[src/rtl/des_round_sequencer.sv]
// Control sequencer for one triple-DES (EDE) block: three passes of a key-load
// cycle plus NUM_ROUNDS rounds, driving the subkey generator and Feistel datapath.
module des_round_sequencer #(
   parameter int NUM_ROUNDS = 16,
   parameter int NUM_PASSES = 3
) (
   input  logic       clk,
   input  logic       n_rst,
   input  logic       start,
   input  logic       decrypt,
   input  logic       abort,
   output logic       busy,
   output logic       load_block,
   output logic [4:0] round_count,
   output logic [1:0] key_count,
   output logic       cnt_rollover,
   output logic       key_rollover,
   output logic       reverse,
   output logic       round_en,
   output logic       done
);

   typedef enum logic [1:0] {
      IDLE = 2'd0,
      RUN  = 2'd1,
      DONE = 2'd2
   } state_t;

   localparam logic [4:0] LAST_ROUND = 5'(NUM_ROUNDS);
   localparam logic [1:0] LAST_PASS  = 2'(NUM_PASSES - 1);

   state_t     state_reg, state_next;
   logic [4:0] round_reg, round_next;
   logic [1:0] key_reg, key_next;
   logic       mode_reg, mode_next;

   always_ff @(posedge clk) begin
      if (!n_rst) begin
         state_reg <= IDLE;
         round_reg <= 5'd0;
         key_reg   <= 2'd0;
         mode_reg  <= 1'b0;
      end else begin
         state_reg <= state_next;
         round_reg <= round_next;
         key_reg   <= key_next;
         mode_reg  <= mode_next;
      end
   end

   always_comb begin
      state_next   = state_reg;
      round_next   = round_reg;
      key_next     = key_reg;
      mode_next    = mode_reg;
      load_block   = 1'b0;
      cnt_rollover = 1'b0;
      key_rollover = 1'b0;
      busy         = (state_reg == RUN);
      done         = (state_reg == DONE);
      round_en     = (state_reg == RUN) && (round_reg != 5'd0);
      // Pass 1 runs the schedule opposite to the block mode (EDE / DED).
      reverse      = (state_reg == RUN) && (mode_reg ^ (key_reg == 2'd1));
      round_count  = round_reg;
      key_count    = key_reg;

      case (state_reg)
         IDLE: begin
            round_next = 5'd0;
            key_next   = 2'd0;
            if (start) begin
               load_block = n_rst;
               state_next = RUN;
               mode_next  = decrypt;
            end
         end
         RUN: begin
            if (abort) begin
               // key_rollover makes the key generator reload key0.
               key_rollover = 1'b1;
               state_next   = IDLE;
               round_next   = 5'd0;
               key_next     = 2'd0;
            end else if (round_reg == LAST_ROUND) begin
               cnt_rollover = 1'b1;
               round_next   = 5'd0;
               if (key_reg == LAST_PASS) begin
                  key_rollover = 1'b1;
                  key_next     = 2'd0;
                  state_next   = DONE;
               end else begin
                  key_next = key_reg + 2'd1;
               end
            end else begin
               round_next = round_reg + 5'd1;
            end
         end
         DONE: begin
            state_next = IDLE;
         end
         default: begin
            state_next = IDLE;
         end
      endcase
   end

endmodule

[config.mk]
export PLATFORM = sky130hd
export DESIGN_NAME = des_round_sequencer
export DESIGN_NICKNAME = d
export VERILOG_FILES = /design/src/rtl/des_round_sequencer.sv
export SDC_FILE = /design/constraint.sdc
export NUM_CORES = 1
export LEC_CHECK = 0
export CORE_UTILIZATION = 38
export DETAILED_ROUTE_END_ITERATION = 8
export GPL_TIMING_DRIVEN = 0
export PLACE_DENSITY = 0.78
export SYNTH_ARGS = -nofsm -noshare
export SYNTH_HDL_FRONTEND = slang
export SYNTH_SLANG_ARGS = --single-unit
[constraint.sdc]
create_clock -name clk -period 1.5 [get_ports clk]
set_clock_uncertainty 0.15 [all_clocks]
set_input_delay 0.3 -clock clk [delete_from_list [all_inputs] [get_ports clk]]
set_output_delay 0.3 -clock clk [all_outputs]
set_load 0.03 [all_outputs]
==> summary.txt <==
CTS
  • Max Buffers Root-to-Sink: 2
  • Clock root cell: clkbuf_4
  • Clk sinks: 10
  • CTS tree: done
  • CTS Hold Buffers Added: 0
  • Clock Latency Late Sink: between 0.2 and 0.3 ns
  • Clk slew on worst S/H paths: approximately 0.08 ns
  • CTS buffer count: 3
  • CTS H-tree depth: 1

Logic synthesis
  • Mux share of post-synthesis cell area: 1.831%
  • Synth Area in Compound Gates: roughly 14%
  • Synth Area in XOR/XNOR: under 10%
  • Synth area leaders: dfxtp_1 (37%), nor2b_1 (6.9%), nor3b_1 (5.5%)
  • Top-area cell type share of the netlist area: 36.61%
  • Synthesized flop and latch total: 10
  • Largest family of logic cells by synthesized area: simple AND/OR/NAND/NOR gates
  • Syn avg cell area: between 9 and 10 um2
  • Synth Instances: 60
  • Synth Cell Area: 546.8 um2
  • YS warnings: 0
  • Post-synthesis simple-gate area fraction: between 30% and 40%
  • Post-synth net total: 67
  • Post-synthesis sequential area ratio: a little over a third
  • Post-Synth Adder-Cell Area: approximately 4.6%
  • Cell accounting for the most synthesized area: dfxtp_1
  • Synth unique cells: 26

Layout
  • Final Net Count: 106
  • Layout cells sized above 1: 66.33%
  • Max reg flops: 5
  • Final core occ: roughly 80%
  • Most frequent cells in the layout: buf_4 (12), buf_6 (11), nand2_1 (6), dfxtp_2 (5), dfxtp_4 (4)
  • Area delta synth->final: 96.80%
  • Antenna diodes: 0
  • # fillers: between 80 and 90
  • Most common cell after layout, fill and taps aside: buf_4

Drt
  • DR vias/cell: roughly 5.3
  • Vias post-DR: ~600
  • Routed wl met2: between 900 and 1000 um
  • DRT iter0 DRCs: between 40 and 50
  • WL per Instance: about 17 um
  • Final ANT Viol Nets: 0
  • Metal3 WL: between 50 and 60 um
  • Top layer in use: met4
  • Wl on met1: 846 um
  • Drt first pass iters: 4
  • DRC viols: 0
  • DRT Wirelength: about 1900 um

Critical path
  • Arrival @ worst endpoint: about 1.6 ns
  • Crit path cell chain: inv_4, ha_4, or3b_4, o21a_2, buf_6
  • Critical path required time: 1.05 ns
  • FF-to-FF Start: round_count[0]
  • WP buf/inv: 2
  • CP max-delay cell: or3b_4
  • Worst path depth: 5
  • CP Capture Type: primary output
  • CP max stage delay: around 0.40 ns
  • CP top delay family: simple AND/OR/NAND/NOR gates
  • CP Class: flop to primary output
  • R2R depth: 5
  • Critical path origin: round_count[0]
  • CP Max Fanout: 3
  • CP endpoint: round_en
  • R2r setup slk: -0.15 ns
  • R2r endpoint: state_reg[0]
  • CP Launch Type: flop

Floorplan
  • Die Ht: ~40 um
  • Die width: around 40 um
  • Initial core utilization: 41.50%
  • Full die area: approximately 1600 um2
  • Ports: 19
  • Core ar.: about 1300 um2
  • # rows: 13

Power and ir drop
  • Power density cells: ~560 nW/um2
  • Clk network pwr share: a little over a third
  • Max IR drop VDD: ~0.51 mV
  • Pint: ~430 uW
  • Switch share: ~29%
  • Leak: 0.0004527 uW
  • Tot Pwr: between 500 and 600 uW
  • Seq pwr share: between 40% and 50%
  • Gate power share: between 10% and 20%
  • Sw Pwr: about 170 uW

STA
  • Worst-margin pin slew: 0.2424 ns
  • Final hold violations: 0
  • Fin crit share: 137.4%
  • Finish-stage setup viols: 11
  • Min Tclk post-route: roughly 2.1 ns
  • Fmax: about 490 MHz
  • RSZ-0062 raised after global routing: yes
  • Slew HR: about 84%
  • Setup WS post-layout: -0.5616 ns
  • Max-slew violations: 0
  • Setup TNS: -2.332 ns

Flow run
  • Max_cap viols: 0

Place
  • Port Buffer Count: 18
  • Hpwl dp: ~1000 um
  • Final estimated routing congestion in global placement: around 0.76
  • Pre-CTS WS: -1.005 ns

GRT
  • Largest net degree at the start of global routing: 11
  • Initial antenna violation count: 0
  • GRT Overall Usage: about a quarter
  • Global-route wire length before repair: ~2600 um
  • Vias in the first global route: approximately 540
  • Total gr overflow: 0

Worst hold path
  • Worst hold path type: input port to flop

Status
  • Failing checks: setup timing
  • Status: finished, violations left
final cells by class:
class                           instances  area [um2]  share of cell area (%)
Multi-Input combinational cell         45       450.4                   41.86
Timing Repair Buffer                   34       304.0                   28.26
Sequential cell                        10       221.5                   20.58
Buffer                                  2       38.79                   3.605
Clock buffer                            4       26.28                   2.442
Tap cell                               15       18.77                   1.744
Inverter                                3       16.27                   1.512
synthesized netlist by cell type:
| cell | n |
|---|---|
| nand4b_1 | 2 |
| a22oi_1 | 1 |
| clkbuf_1 | 2 |
| nor3b_1 | 4 |
| o211ai_1 | 1 |
| xor2_1 | 3 |
| nand3_1 | 1 |
| ha_1 | 2 |
| and2_1 | 2 |
| or4b_1 | 1 |
| nand2b_1 | 1 |
| a21oi_1 | 1 |
| nand4bb_1 | 1 |
| mux2i_1 | 1 |
| a21boi_0 | 2 |
| dfxtp_1 | 10 |
| nor3b_2 | 1 |
| and3_1 | 1 |
| o22ai_1 | 2 |
| inv_1 | 3 |
| nor2b_1 | 6 |
| or3b_4 | 1 |
| o21a_1 | 3 |
| nor3_1 | 1 |
| nand2_1 | 6 |
| o31a_1 | 1 |
stage by stage:
stage / hold WS (ns) / cells / instance area (um2)
finish: 0.3275 / 113 / 1076
global route: 0.3304 / 113 / 1076
CTS: 0.3242 / 106 / 979.7
detailed placement: 0.3483 / 93 / 795.8
global placement: 0.3401 / 93 / 795.8
floorplan: 0.3090 / 60 / 596.8
cell families (layout without fill, tap and decap cells):
group / Yosys count / in the layout
adder cells (fa/ha/maj): 2 / 2
multiplexers: 1 / 1
flip-flops: 10 / 10
XOR/XNOR: 3 / 3
AO/OA/AOI/OAI: 11 / 11
AND/OR/NAND/NOR: 28 / 28
buffers and inverters: 5 / 43
power by group through the flow:
stage,registers [uW],logic (uW),clock network (uW)
4_1_cts,272,94.6,214
5_1_grt,271,115,231
2_1_floorplan,279,44.6,0
3_3_place_gp,277,75.8,0
3_5_place_dp,278,76.9,0
6_report,270,109,219
what timing repair did:
item | 4_1_cts | 5_1_grt
buffers inserted | 9 | 8
gates resized for setup | 92 | 22
endpoints found under the setup margin | 21 | 17
pin swaps | 4 | 9
endpoints found under the hold margin | 0 | 0
metal layers:
metal	up-vias	GRT usage, %
li1	287	-
met1	292	31.63
met2	17	41.53
met3	7	3.333
met4	0	15.52
met5	-	0
worst reg2reg max path, stage by stage, from the launching register on:
cell and delay (ns):
dfxtp_4 0.36, inv_4 0.06, ha_4 0.12, or3b_4 0.40
o31a_1 0.28, o21a_1 0.17
worst min-delay path by stage:
stage | cells after the start | slack (ns) | to | startpoint
final | 2 | 0.33 | round_count[3] | n_rst
after global placement | 2 | 0.34 | key_count[0] | key_count[0]
after detailed placement | 2 | 0.35 | key_count[0] | key_count[0]
after global routing | 2 | 0.33 | round_count[3] | n_rst
after CTS | 2 | 0.32 | round_count[3] | n_rst
after floorplan | 1 | 0.31 | round_count[4] | n_rst
(Power assumes the default switching activity.)
